### src/rtl/vga_timing_monitor_if.sv
// ============================================================================
// vga_timing_monitor_if
// ----------------------------------------------------------------------------
// Groups the raw VGA signals that travel from the timing driver into the
// loopback monitor.
//
// Signals:
//   vga_hs   horizontal sync, polarity set by the monitor's SYNC_POL
//   vga_vs   vertical sync, same polarity as vga_hs
//   vga_rgb  12-bit 4:4:4 pixel data
//
// Modports:
//   master   the side that drives the video (driver or testbench)
//   slave    the side that consumes it (vga_timing_monitor)
// ============================================================================
interface vga_timing_monitor_if;
    logic        vga_hs;
    logic        vga_vs;
    logic [11:0] vga_rgb;

    modport master (output vga_hs, output vga_vs, output vga_rgb);
    modport slave  (input  vga_hs, input  vga_vs, input  vga_rgb);
endinterface

### src/rtl/vga_timing_monitor.sv
// ============================================================================
// vga_timing_monitor
// ----------------------------------------------------------------------------
// Receive-side loopback checker for the VGA timing driver. Rebuilds pixel
// coordinates from the sync edges, measures line and frame lengths, locks
// once the programmed timing is seen for LOCK_FRAMES consecutive frames,
// counts timing errors and captures the colour of one probe pixel.
//
// Ports:
//   vga_clk      pixel clock, all logic runs on it
//   vga_rst      synchronous reset, active-high
//   vga          video input bundle (vga_hs, vga_vs, vga_rgb), slave modport
//   probe_x/y    probe coordinate, sampled at every frame start
//   pixel_xpos   reconstructed active column (0 outside the active area)
//   pixel_ypos   reconstructed active row    (0 outside the active area)
//   pixel_de     high while the reconstructed position is active
//   h_period     last measured line length in clocks
//   v_lines      last measured frame length in lines
//   locked       timing lock status
//   err_cnt      saturating timing error count
//   probe_rgb    colour captured at the probe pixel
//   probe_valid  one-clock pulse when probe_rgb updates
//   frame_sum    per-frame checksum of active pixels
//
// Build option:
//   VGA_MON_CHECKSUM_EN  when defined, frame_sum carries the modulo-2^16 sum
//                        of the active pixels of the previous frame; when
//                        undefined, frame_sum is tied to zero.
// ============================================================================
module vga_timing_monitor #(
    parameter int H_SYNC      = 96,
    parameter int H_BACK      = 48,
    parameter int H_DISP      = 640,
    parameter int H_TOTAL     = 800,
    parameter int V_SYNC      = 2,
    parameter int V_BACK      = 33,
    parameter int V_DISP      = 480,
    parameter int V_TOTAL     = 525,
    parameter bit SYNC_POL    = 1'b0,
    parameter int LOCK_FRAMES = 2
) (
    input  logic                 vga_clk,
    input  logic                 vga_rst,
    vga_timing_monitor_if.slave  vga,
    input  logic [10:0]          probe_x,
    input  logic [10:0]          probe_y,
    output logic [10:0]          pixel_xpos,
    output logic [10:0]          pixel_ypos,
    output logic                 pixel_de,
    output logic [10:0]          h_period,
    output logic [10:0]          v_lines,
    output logic                 locked,
    output logic [15:0]          err_cnt,
    output logic [11:0]          probe_rgb,
    output logic                 probe_valid,
    output logic [15:0]          frame_sum
);

    localparam logic [10:0] CNT_MAX   = 11'h7FF;
    localparam logic [10:0] H_ACT_BEG = 11'(H_SYNC + H_BACK);
    localparam logic [10:0] H_ACT_END = 11'(H_SYNC + H_BACK + H_DISP);
    localparam logic [10:0] V_ACT_BEG = 11'(V_SYNC + V_BACK);
    localparam logic [10:0] V_ACT_END = 11'(V_SYNC + V_BACK + V_DISP);
    localparam logic [10:0] H_DISP_W  = 11'(H_DISP);
    localparam logic [10:0] V_DISP_W  = 11'(V_DISP);
    localparam logic [10:0] H_TOTAL_W = 11'(H_TOTAL);
    localparam logic [10:0] V_TOTAL_W = 11'(V_TOTAL);

    localparam int              GOOD_W      = (LOCK_FRAMES < 2) ? 1 : $clog2(LOCK_FRAMES + 1);
    localparam logic [GOOD_W-1:0] LOCK_TARGET = GOOD_W'(LOCK_FRAMES);

    typedef enum logic [1:0] {
        SEARCH = 2'd0,
        TRACK  = 2'd1,
        LOCKED = 2'd2
    } lock_state_t;

    // ------------------------------------------------------------------------
    // Input sampling and sync edge detection
    // ------------------------------------------------------------------------
    logic        s_hs, s_vs, d_hs, d_vs;
    logic [11:0] s_rgb, rgb_d1, rgb_d2;
    logic        hs_start, vs_start;

    // NOTE: sequential state uses non-blocking assignments only, so every
    // register samples the pre-edge value of its neighbours regardless of
    // statement order.
    always_ff @(posedge vga_clk) begin
        if (vga_rst) begin
            // Sync registers reset to the inactive level so release of reset
            // cannot fake a sync edge.
            s_hs   <= ~SYNC_POL;
            s_vs   <= ~SYNC_POL;
            d_hs   <= ~SYNC_POL;
            d_vs   <= ~SYNC_POL;
            s_rgb  <= '0;
            rgb_d1 <= '0;
            rgb_d2 <= '0;
        end else begin
            s_hs   <= vga.vga_hs;
            s_vs   <= vga.vga_vs;
            d_hs   <= s_hs;
            d_vs   <= s_vs;
            s_rgb  <= vga.vga_rgb;
            rgb_d1 <= s_rgb;
            rgb_d2 <= rgb_d1;
        end
    end

    assign hs_start = (s_hs == SYNC_POL) && (d_hs != SYNC_POL);
    assign vs_start = (s_vs == SYNC_POL) && (d_vs != SYNC_POL);

    // ------------------------------------------------------------------------
    // Line / frame counters and period measurement
    // ------------------------------------------------------------------------
    logic [10:0] h_cnt, v_cnt;

    always_ff @(posedge vga_clk) begin
        if (vga_rst) begin
            h_cnt    <= '0;
            h_period <= '0;
        end else if (hs_start) begin
            h_period <= h_cnt + 11'd1;
            h_cnt    <= '0;
        end else if (h_cnt != CNT_MAX) begin
            h_cnt    <= h_cnt + 11'd1;
        end
    end

    always_ff @(posedge vga_clk) begin
        if (vga_rst) begin
            v_cnt   <= '0;
            v_lines <= '0;
        end else if (vs_start) begin
            v_lines <= v_cnt + 11'd1;
            v_cnt   <= '0;
        end else if (hs_start && (v_cnt != CNT_MAX)) begin
            v_cnt   <= v_cnt + 11'd1;
        end
    end

    // ------------------------------------------------------------------------
    // Active-area decode
    // ------------------------------------------------------------------------
    logic de_next;

    assign de_next = (h_cnt >= H_ACT_BEG) && (h_cnt < H_ACT_END) &&
                     (v_cnt >= V_ACT_BEG) && (v_cnt < V_ACT_END);

    always_ff @(posedge vga_clk) begin
        if (vga_rst) begin
            pixel_de   <= 1'b0;
            pixel_xpos <= '0;
            pixel_ypos <= '0;
        end else begin
            pixel_de   <= de_next;
            pixel_xpos <= de_next ? (h_cnt - H_ACT_BEG) : 11'd0;
            pixel_ypos <= de_next ? (v_cnt - V_ACT_BEG) : 11'd0;
        end
    end

    // ------------------------------------------------------------------------
    // Frame judgement
    // ------------------------------------------------------------------------
    logic h_line_bad, frame_bad, frame_good;
    logic h_stalled, h_timeout;

    // The line closed by an hs_start that coincides with vs_start still
    // belongs to the frame being judged, so it is folded in directly.
    assign h_line_bad = hs_start && ((h_cnt + 11'd1) != H_TOTAL_W);
    assign frame_good = ((v_cnt + 11'd1) == V_TOTAL_W) && !frame_bad && !h_line_bad;

    // h_stalled makes a saturated line counter count as one error only.
    assign h_timeout  = (h_cnt == CNT_MAX) && !hs_start && !h_stalled;

    always_ff @(posedge vga_clk) begin
        if (vga_rst) begin
            frame_bad <= 1'b0;
            h_stalled <= 1'b0;
        end else begin
            if (vs_start)        frame_bad <= 1'b0;
            else if (h_line_bad) frame_bad <= 1'b1;

            if (hs_start)        h_stalled <= 1'b0;
            else if (h_timeout)  h_stalled <= 1'b1;
        end
    end

    // ------------------------------------------------------------------------
    // Lock FSM
    // ------------------------------------------------------------------------
    lock_state_t       state, state_next;
    logic [GOOD_W-1:0] good_cnt, good_next;
    logic              err_inc;

    always_ff @(posedge vga_clk) begin
        if (vga_rst) begin
            state    <= SEARCH;
            good_cnt <= '0;
        end else begin
            state    <= state_next;
            good_cnt <= good_next;
        end
    end

    // NOTE: every signal driven here gets a default first so no path through
    // the block leaves one unassigned (which would infer a latch).
    always_comb begin
        state_next = state;
        good_next  = good_cnt;
        err_inc    = 1'b0;
        if (h_timeout) begin
            state_next = SEARCH;
            good_next  = '0;
            err_inc    = 1'b1;
        end else if (vs_start) begin
            unique case (state)
                SEARCH: begin
                    // The partial frame before the first edge is not judged.
                    state_next = TRACK;
                    good_next  = '0;
                end
                TRACK: begin
                    if (!frame_good) begin
                        good_next = '0;
                    end else if ((good_cnt + GOOD_W'(1)) == LOCK_TARGET) begin
                        state_next = LOCKED;
                        good_next  = good_cnt + GOOD_W'(1);
                    end else begin
                        good_next  = good_cnt + GOOD_W'(1);
                    end
                end
                LOCKED: begin
                    if (!frame_good) begin
                        state_next = TRACK;
                        good_next  = '0;
                        err_inc    = 1'b1;
                    end
                end
                default: begin
                    state_next = SEARCH;
                    good_next  = '0;
                end
            endcase
        end
    end

    assign locked = (state == LOCKED);

    always_ff @(posedge vga_clk) begin
        if (vga_rst)                           err_cnt <= '0;
        else if (err_inc && (err_cnt != 16'hFFFF)) err_cnt <= err_cnt + 16'd1;
    end

    // ------------------------------------------------------------------------
    // Probe capture
    // ------------------------------------------------------------------------
    // rgb_d2 is the colour that entered on the same clock as the sync sample
    // behind the current pixel_de/xpos/ypos, so the captured colour belongs
    // to exactly the reported pixel.
    logic [10:0] probe_x_q, probe_y_q;
    logic        probe_armed;

    always_ff @(posedge vga_clk) begin
        if (vga_rst) begin
            probe_x_q   <= '0;
            probe_y_q   <= '0;
            probe_armed <= 1'b0;
            probe_rgb   <= '0;
            probe_valid <= 1'b0;
        end else begin
            probe_valid <= 1'b0;
            if (vs_start) begin
                probe_x_q   <= probe_x;
                probe_y_q   <= probe_y;
                probe_armed <= (probe_x < H_DISP_W) && (probe_y < V_DISP_W);
            end else if (probe_armed && pixel_de &&
                         (pixel_xpos == probe_x_q) && (pixel_ypos == probe_y_q)) begin
                probe_rgb   <= rgb_d2;
                probe_valid <= 1'b1;
                probe_armed <= 1'b0;
            end
        end
    end

    // ------------------------------------------------------------------------
    // Optional per-frame checksum
    // ------------------------------------------------------------------------
`ifdef VGA_MON_CHECKSUM_EN
    logic [15:0] sum_acc;

    always_ff @(posedge vga_clk) begin
        if (vga_rst) begin
            sum_acc   <= '0;
            frame_sum <= '0;
        end else if (vs_start) begin
            frame_sum <= sum_acc;
            sum_acc   <= pixel_de ? {4'b0, rgb_d2} : 16'd0;
        end else if (pixel_de) begin
            sum_acc   <= sum_acc + {4'b0, rgb_d2};
        end
    end
`else
    assign frame_sum = '0;
`endif

endmodule

### src/flat_wrapper.sv
// flat-port wrapper written by rule: the top's interface ports become plain ports
module vga_timing_monitor_flat 
#(
    parameter int H_SYNC      = 96,
    parameter int H_BACK      = 48,
    parameter int H_DISP      = 640,
    parameter int H_TOTAL     = 800,
    parameter int V_SYNC      = 2,
    parameter int V_BACK      = 33,
    parameter int V_DISP      = 480,
    parameter int V_TOTAL     = 525,
    parameter bit SYNC_POL    = 1'b0,
    parameter int LOCK_FRAMES = 2
)
  (vga_clk, vga_rst, probe_x, probe_y, pixel_xpos, pixel_ypos, pixel_de, h_period, v_lines, locked, err_cnt, probe_rgb, probe_valid, frame_sum, vga_vga_hs, vga_vga_vs, vga_vga_rgb);
  vga_timing_monitor_if vga_i ();
  input  logic vga_clk;
  input  logic vga_rst;
  input  logic [10:0] probe_x;
  input  logic [10:0] probe_y;
  output logic [10:0] pixel_xpos;
  output logic [10:0] pixel_ypos;
  output logic pixel_de;
  output logic [10:0] h_period;
  output logic [10:0] v_lines;
  output logic locked;
  output logic [15:0] err_cnt;
  output logic [11:0] probe_rgb;
  output logic probe_valid;
  output logic [15:0] frame_sum;
  input wire logic [$bits(vga_i.vga_hs)-1:0] vga_vga_hs;
  input wire logic [$bits(vga_i.vga_vs)-1:0] vga_vga_vs;
  input wire logic [$bits(vga_i.vga_rgb)-1:0] vga_vga_rgb;
  assign vga_i.vga_hs = vga_vga_hs;
  assign vga_i.vga_vs = vga_vga_vs;
  assign vga_i.vga_rgb = vga_vga_rgb;
  vga_timing_monitor #(.H_SYNC(H_SYNC), .H_BACK(H_BACK), .H_DISP(H_DISP), .H_TOTAL(H_TOTAL), .V_SYNC(V_SYNC), .V_BACK(V_BACK), .V_DISP(V_DISP), .V_TOTAL(V_TOTAL), .SYNC_POL(SYNC_POL), .LOCK_FRAMES(LOCK_FRAMES)) u_core (.vga_clk(vga_clk), .vga_rst(vga_rst), .vga(vga_i), .probe_x(probe_x), .probe_y(probe_y), .pixel_xpos(pixel_xpos), .pixel_ypos(pixel_ypos), .pixel_de(pixel_de), .h_period(h_period), .v_lines(v_lines), .locked(locked), .err_cnt(err_cnt), .probe_rgb(probe_rgb), .probe_valid(probe_valid), .frame_sum(frame_sum));
endmodule
### config.mk
export PLATFORM = sky130hd
export DESIGN_NAME = vga_timing_monitor_flat
export DESIGN_NICKNAME = d
export VERILOG_FILES = /design/src/rtl/vga_timing_monitor_if.sv /design/src/rtl/vga_timing_monitor.sv /design/src/flat_wrapper.sv
export SDC_FILE = /design/constraint.sdc
export NUM_CORES = 1
export LEC_CHECK = 0
export ABC_AREA = 1
export CAP_MARGIN = 20
export CORE_MARGIN = 2
export CORE_UTILIZATION = 50
export DETAILED_ROUTE_END_ITERATION = 10
export PLACE_DENSITY_LB_ADDON = 0.08
export SLEW_MARGIN = 20
export SYNTH_ARGS = -nofsm -noshare
export SYNTH_HDL_FRONTEND = slang
export SYNTH_SLANG_ARGS = --single-unit
### constraint.sdc
create_clock -name vga_clk -period 3.5 [get_ports vga_clk]
set_input_delay 0.7 -clock vga_clk [delete_from_list [all_inputs] [get_ports vga_clk]]
set_output_delay 0.7 -clock vga_clk [all_outputs]
set_load 0.005 [all_outputs]
==> results_dict.tcl, run 1 <==
set metrics [dict create \
    seqPwrFrac_pct 47.7 \
    core_um2 13720 \
    peakVddDrop_mv 0.3670 \
    die-area_um2 14810 \
    root_buffer "clkbuf_16" \
    final_util_pct 63.70 \
    critical_path.slowest_cell "dfxtp_1" \
    relSlewSlack_pct 52.59 \
    layout_min_cycle_time_ps 2552 \
    insertion_delay_ps 430 \
    fmax_ghz 0.3919 \
    cts_buffer_depth 2 \
    route.detailed.drc 0 \
    post-cts-setup-buffer-count 0 \
    grt.total_usage_pct 21.56 \
    finalClockSkew_ps 8.182 \
    post-route-period-util_pct 72.91 \
    postRouteAntennaNets 0 \
    finalPower_uw 4104 \
    cp.arrival_ps 2880 \
    combPwrFrac_pct 6.3 \
    wl_per_cell_um 12.63 \
    initial_core_util_pct 50.48 \
    power_switching_uw 1034 \
    cts_resized 0 \
    synthesis.area_um2 6925 \
    die_w_um 121.7 \
    path_cells "ha_1 -> nand2_1 -> nor2_4 -> nand4_2 -> nand2_1 -> nand3_1 -> o21bai_4 -> nand2_2 -> nand2_2 -> nand2_4 -> nand2_1 -> nand2_1 -> nand2_1 -> nor2_1" \
    via_count 6037 \
    dr.pass1.iters 5 \
    drv_cap 0 \
    synth-seq-area-share_pct 47.70 \
    synth-seq-cells 165 \
    criticalPathCategory "flip-flop to flip-flop" \
    drt-initial-drc-count 445 \
    endpoint_kind "flip-flop" \
    grt_pass1_wl_um 25300 \
    crit_fanout 31 \
    p_int_uw 3070 \
    syn_inst 930 \
    place.port_buffers 112 \
    hold_buffers 0 \
    syn_to_final_growth_pct 26.20 \
    gp_congestion 0.9013 \
    globalRouteOverflowTotal 0 \
    start_kind "flip-flop" \
    finalHoldViolations 0 \
    io_pins 129 \
    crit_top_cell "nand2_1" \
    num_rows 43 \
    status "complete, no violations" \
    cp_num_buf_inv 0 \
    clock-sinks 165 \
    setup_viol 0 \
    drive_gt1_share_pct 5.994 \
    tns_ps 0 \
    hp-class "flip-flop to flip-flop" \
    maxSlewViolCount 0 \
    grt_pass1_vias 5290 \
    dp_hpwl_um 11260 \
    routed_wl_um 15550 \
    cpLargestDelayFamily "simple AND/OR/NAND/NOR gates" \
    synth.yosys.warnings 0 \
    clk_pin_slew_worst_paths_ps 70 \
    leakagePower_uw 0.003805 \
    clockPowerShare_pct 45.9 \
    worstPathRequired_ps 3820 \
    syn_area_per_cell_um2 7.447 \
    tightest_slew_ps 708.6 \
    numCtsBuffers 17 \
    final_nets 1084 \
    antenna_cells 0 \
    whs_ps 396.2 \
    rsz0062_at_grt "false" \
    cellPowerDensity_nw_per_um2 469.6 \
    switching_share_pct 25.20 \
    cts_tree "built" \
    drt-vias-per-instance 4.904 \
    grt_max_degree 45 \
    max_stage_delay_ps 420 \
    antenna_found_initial 0 \
    htree_levels 4 \
    die_h_um 121.7 \
    yosysUniqueCellTypes 39 \
]
==> worst register-to-register path: cells and delay by family (launching register included) <==
family / cells / cell delay [ps]
AND/OR/NAND/NOR: 12 / 1560
AO/OA/AOI/OAI: 1 / 190
adder cells (fa/ha/maj): 1 / 280
flip-flops: 1 / 420
==> placed cells by master (no fill, tap or decap), types with 3 or more instances in the layout <==
cell | Yosys | layout
a21oi_1 | 54 | 54
a31oi_1 | 5 | 5
a32o_1 | 11 | 11
buf_4 | 17 | 8
clkbuf_16 | 0 | 17
clkdlybuf4s50_1 | 0 | 112
clkinv_1 | 3 | 3
conb_1 | 1 | 16
dfxtp_1 | 165 | 165
ha_1 | 8 | 8
inv_1 | 131 | 131
inv_8 | 0 | 7
nand2_1 | 153 | 153
nand2_2 | 5 | 5
nand3_1 | 49 | 49
nand4_1 | 16 | 16
nor2_1 | 153 | 152
nor2_2 | 2 | 3
nor3_1 | 10 | 10
nor4_1 | 3 | 3
o21ai_0 | 65 | 65
o22ai_1 | 3 | 3
or2_2 | 7 | 7
xnor2_1 | 6 | 6
xor2_1 | 13 | 13
==> per-layer routing <==
layer / share of wire [%] / vias to the layer above / wire, um / global-route usage, %
met4: 1.1 / 0 / 177 / 5.603
met3: 5.8 / 21 / 895 / 5.758
met5: 0 / - / 0 / 0
li1: - / 3150 / - / -
met2: 43 / 156 / 6736 / 33.01
met1: 50 / 2710 / 7745 / 30.24
==> final cells by class <==
| class | instances | area (um^2) |
|---|---|---|
| inverter | 135 | 506.7 |
| clock inverter | 15 | 180.2 |
| clock buffer | 17 | 425.4 |
| sequential | 165 | 3303 |
| timing repair buffer | 120 | 1181 |
| tap | 180 | 225.2 |
| multi-input combinational | 599 | 2918 |
| fill | 1275 | 4980 |
==> through the flow <==
step / area [um^2] / setup slack (ps) / std cells
5_1_grt: 8740 / 658.3 / 1231
3_5_place_dp: 8134 / 951.6 / 1199
6_report: 8740 / 948.1 / 1231
3_3_place_gp: 8134 / 1014 / 1199
2_1_floorplan: 6982 / 1511 / 945
4_1_cts: 8740 / 941.0 / 1231
==> synth_stat cells, drive strengths merged <==
| library cell | number | area share, % |
|---|---|---|
| a41oi | 1 | 0.13 |
| nor4 | 3 | 0.27 |
| xor2 | 13 | 1.6 |
| nand4 | 17 | 1.6 |
| o21ai | 66 | 4.8 |
| inv | 132 | 7.2 |
| clkinv | 3 | 0.16 |
| or2 | 7 | 0.63 |
| o21bai | 3 | 0.49 |
| a32o | 11 | 1.6 |
| buf | 23 | 2.5 |
| xnor2 | 6 | 0.76 |
| o22ai | 3 | 0.27 |
| o2111ai | 2 | 0.25 |
| nand3 | 51 | 3.8 |
| nor3 | 10 | 0.72 |
| and2 | 1 | 0.090 |
| nand3b | 2 | 0.22 |
| nor2 | 157 | 8.8 |
| nor3b | 2 | 0.22 |
| conb | 1 | 0.054 |
| nand2 | 159 | 8.9 |
| a31oi | 5 | 0.45 |
| a211oi | 2 | 0.22 |
| ha | 8 | 1.4 |
| a21oi | 54 | 3.9 |
| dfxtp | 165 | 48 |
| clkbuf | 23 | 1.2 |
==> registers in the layout, indices dropped and copies added, names as in the netlist, 12 cells and up <==
name,count
u_core.rgb_d2,12
u_core.rgb_d1,12
u_core.s_rgb,12
u_core.err_cnt,16
u_core.probe_rgb,12
==> cell families (layout without fill, tap and decap cells) <==
logic type	Yosys count	count (layout)	share of synthesized area, %
compound gates	147	147	12.07
fa+ha+maj	8	8	1.445
flops	165	165	47.70
xor+xnor	19	19	2.403
simple gates	409	409	25.31
other cells	1	16	0.05415
buf+inv	181	287	11.02
==> worst paths after layout <==
kind	slack [ps]	depth (start not counted)	endpoint	from
worst max-delay path	950	14	u_core.err_cnt[6]	u_core.h_cnt[0]
worst min-delay path	400	2	u_core.rgb_d2[2]	u_core.rgb_d1[2]
worst max register to register	950	14	u_core.err_cnt[6]	u_core.h_cnt[0]
worst min register to register	400	2	u_core.rgb_d2[2]	u_core.rgb_d1[2]
==> power groups by stage <==
stage | clock [uW] | sequential [uW] | combinational [uW]
floorplan | 0 | 1990 | 176
global placement | 0 | 2000 | 259
detailed placement | 0 | 2000 | 260
CTS | 1920 | 1960 | 263
global route | 1990 | 1960 | 295
finish | 1880 | 1960 | 260
(Power assumes the default switching activity.)
==> run 2: changes to the inputs <==
--- a/config.mk
+++ b/config.mk
@@ -8,7 +8,7 @@
 export ABC_AREA = 1
 export CAP_MARGIN = 20
 export CORE_MARGIN = 2
-export CORE_UTILIZATION = 50
+export CORE_UTILIZATION = 47
 export DETAILED_ROUTE_END_ITERATION = 10
 export PLACE_DENSITY_LB_ADDON = 0.08
 export SLEW_MARGIN = 20
==> constraint.sdc (replaced) <==
create_clock -name vga_clk -period 2.3 [get_ports vga_clk]
set_input_delay 0.46 -clock vga_clk [delete_from_list [all_inputs] [get_ports vga_clk]]
set_output_delay 0.46 -clock vga_clk [all_outputs]
set_load 0.005 [all_outputs]
==> run 2 against run 1 <==
Net effect: worst hold slack improved by 4.0 ps; largest power group unchanged; worst setup slack got worse by 750 ps; critical path type unchanged; combinational power increased by 62%; critical path depth increased by 2; highest routed layer unchanged.
==> results_dict.tcl, run 2 (synthesis results as in run 1) <==
set metrics [dict create \
    cp.arrival_ps 2420 \
    root_buffer "clkbuf_16" \
    clock-sinks 165 \
    syn_to_final_growth_pct 28.60 \
    num_rows 44 \
    endpoint_kind "flip-flop" \
    hold_buffers 0 \
    fmax_ghz 0.4766 \
    min-delay-start "u_core.rgb_d1[2]" \
    worstPathRequired_ps 2630 \
    final_nets 1100 \
    route.detailed.drc 0 \
    crit_fanout 16 \
    setup_viol 0 \
    seqCellArea_um2 3307 \
    gp_congestion 0.9327 \
    relSlewSlack_pct 61.71 \
    layout_min_cycle_time_ps 2098 \
    hp-class "flip-flop to flip-flop" \
    final_common_cell "dfxtp_1" \
    grt.total_usage_pct 20.47 \
    grt_pass1_wl_um 26120 \
    place.port_buffers 112 \
    globalRouteOverflowTotal 0 \
    grt_max_degree 44 \
    insertion_delay_ps 430 \
    dr.pass1.iters 5 \
    start_kind "flip-flop" \
    drt-vias-per-instance 4.931 \
    die-area_um2 15720 \
    finalClockSkew_ps 5.644 \
    nFillCells 1351 \
    mostFrequentLayoutCells "162 x dfxtp_1, 151 x nor2_1, 150 x nand2_1, 131 x inv_1, 111 x clkdlybuf4s50_1" \
    leakagePower_uw 0.003865 \
    finalPower_uw 6050 \
    r2r-start "u_core.v_cnt[1]" \
    numCtsBuffers 17 \
    via_count 6169 \
    post-route-period-util_pct 91.23 \
    finalHoldViolations 0 \
    routed_wl_um 16500 \
    wl_per_cell_um 13.19 \
    clk_pin_slew_worst_paths_ps 70 \
    die_h_um 125.4 \
    cts_buffer_depth 2 \
    top_register "u_core.err_cnt" \
    multiInputGateArea_um2 3014 \
    status "complete, no violations" \
    tns_ps 0 \
    io_pins 129 \
    drt-initial-drc-count 427 \
    peakVddDrop_mv 0.5165 \
    grt_pass1_vias 5400 \
    whs_ps 400.2 \
    drv_cap 0 \
    drive_gt1_share_pct 8.529 \
    initial_core_util_pct 47.83 \
    cts_tree "built" \
    dp_hpwl_um 11860 \
    core_um2 14480 \
    antenna_found_initial 0 \
    largest_reg_flops 16 \
    maxSlewViolCount 0 \
    worstSetupStartpoint "u_core.v_cnt[1]" \
    tightest_slew_ps 570.0 \
    htree_levels 4 \
    antenna_cells 0 \
    postRouteAntennaNets 0 \
    die_w_um 125.4 \
    criticalPathCategory "flip-flop to flip-flop" \
    cellPowerDensity_nw_per_um2 679.3 \
]
run 2: changes by cell type in the layout (fill, tap and decap cells not counted), moves of 2 or more:
cell / previous run / this run
ha_1: 8 / 6
nor2_2: 3 / 1
nand2_8: 0 / 3
dfxtp_2: 0 / 3
inv_8: 7 / 1
buf_4: 8 / 23
nand2_1: 153 / 150
nor2_4: 2 / 5
dfxtp_1: 165 / 162
clkinvlp_4: 1 / 4
inv_6: 2 / 4
run 2: path summary, 6_finish.rpt:
kind | cells after the start | slack (ps) | to
worst max register to register | 16 | 200 | u_core.err_cnt[6]
worst min register to register | 2 | 400 | u_core.rgb_d2[2]
worst max-delay path | 16 | 200 | u_core.err_cnt[6]
worst min-delay path | 2 | 400 | u_core.rgb_d2[2]
run 2: layer usage:
metal / vias up / global-route usage (%) / part of all wire (%)
li1: 3192 / - / -
met1: 2735 / 29.11 / 50
met2: 215 / 30.63 / 43
met3: 27 / 4.065 / 6.1
met4: 0 / 8.105 / 1.7
met5: - / 0 / 0
run 2: where the power goes:
group | total (uW) | switching (uW) | internal, uW
sequential | 2980 | 44.6 | 2930
combinational | 421 | 235 | 186
clock | 2650 | 1210 | 1440
total | 6050 | 1490 | 4560
run 2: what timing repair did:
item                                    4_1_cts  5_1_grt
cloned                                        0        1
endpoints found under the setup margin        1       20
gates resized for setup                       1       19
pin swaps                                     0        2
hold endpoints to repair                      0        0
setup buffers                                 0        0
run 2: cell type report:
| type | instances | area share [%] |
|---|---|---|
| Inverter | 135 | 5.690 |
| Multi-Input combinational cell | 600 | 33.84 |
| Clock inverter | 14 | 1.349 |
| Tap cell | 184 | 2.585 |
| Clock buffer | 18 | 4.931 |
| Timing Repair Buffer | 135 | 14.47 |
| Sequential cell | 165 | 37.13 |
run 2: per-stage QoR:
step	worst slack, ps	util, %	cells	instance area, um^2
3_3_place_gp	88.36	56.96	1218	8247
3_5_place_dp	19.51	56.96	1218	8247
2_1_floorplan	310.8	-	945	6982
5_1_grt	-1.683	61.51	1251	8906
4_1_cts	30.14	60.85	1250	8811
6_report	201.8	61.51	1251	8906
run 2: worst max-delay path: stages (launching register included):
cell and delay (ps):
dfxtp_2 350, ha_2 210, inv_1 80, nor2_4 140
nand2_1 100, nand2_1 70, nand2_1 70, nor2_1 100
nand3_1 130, nor2_4 200, nand2_4 110, nand2_8 110
nand2_8 110, nand2_2 100, nand2_1 50, nand2_1 50
nor2_1 40
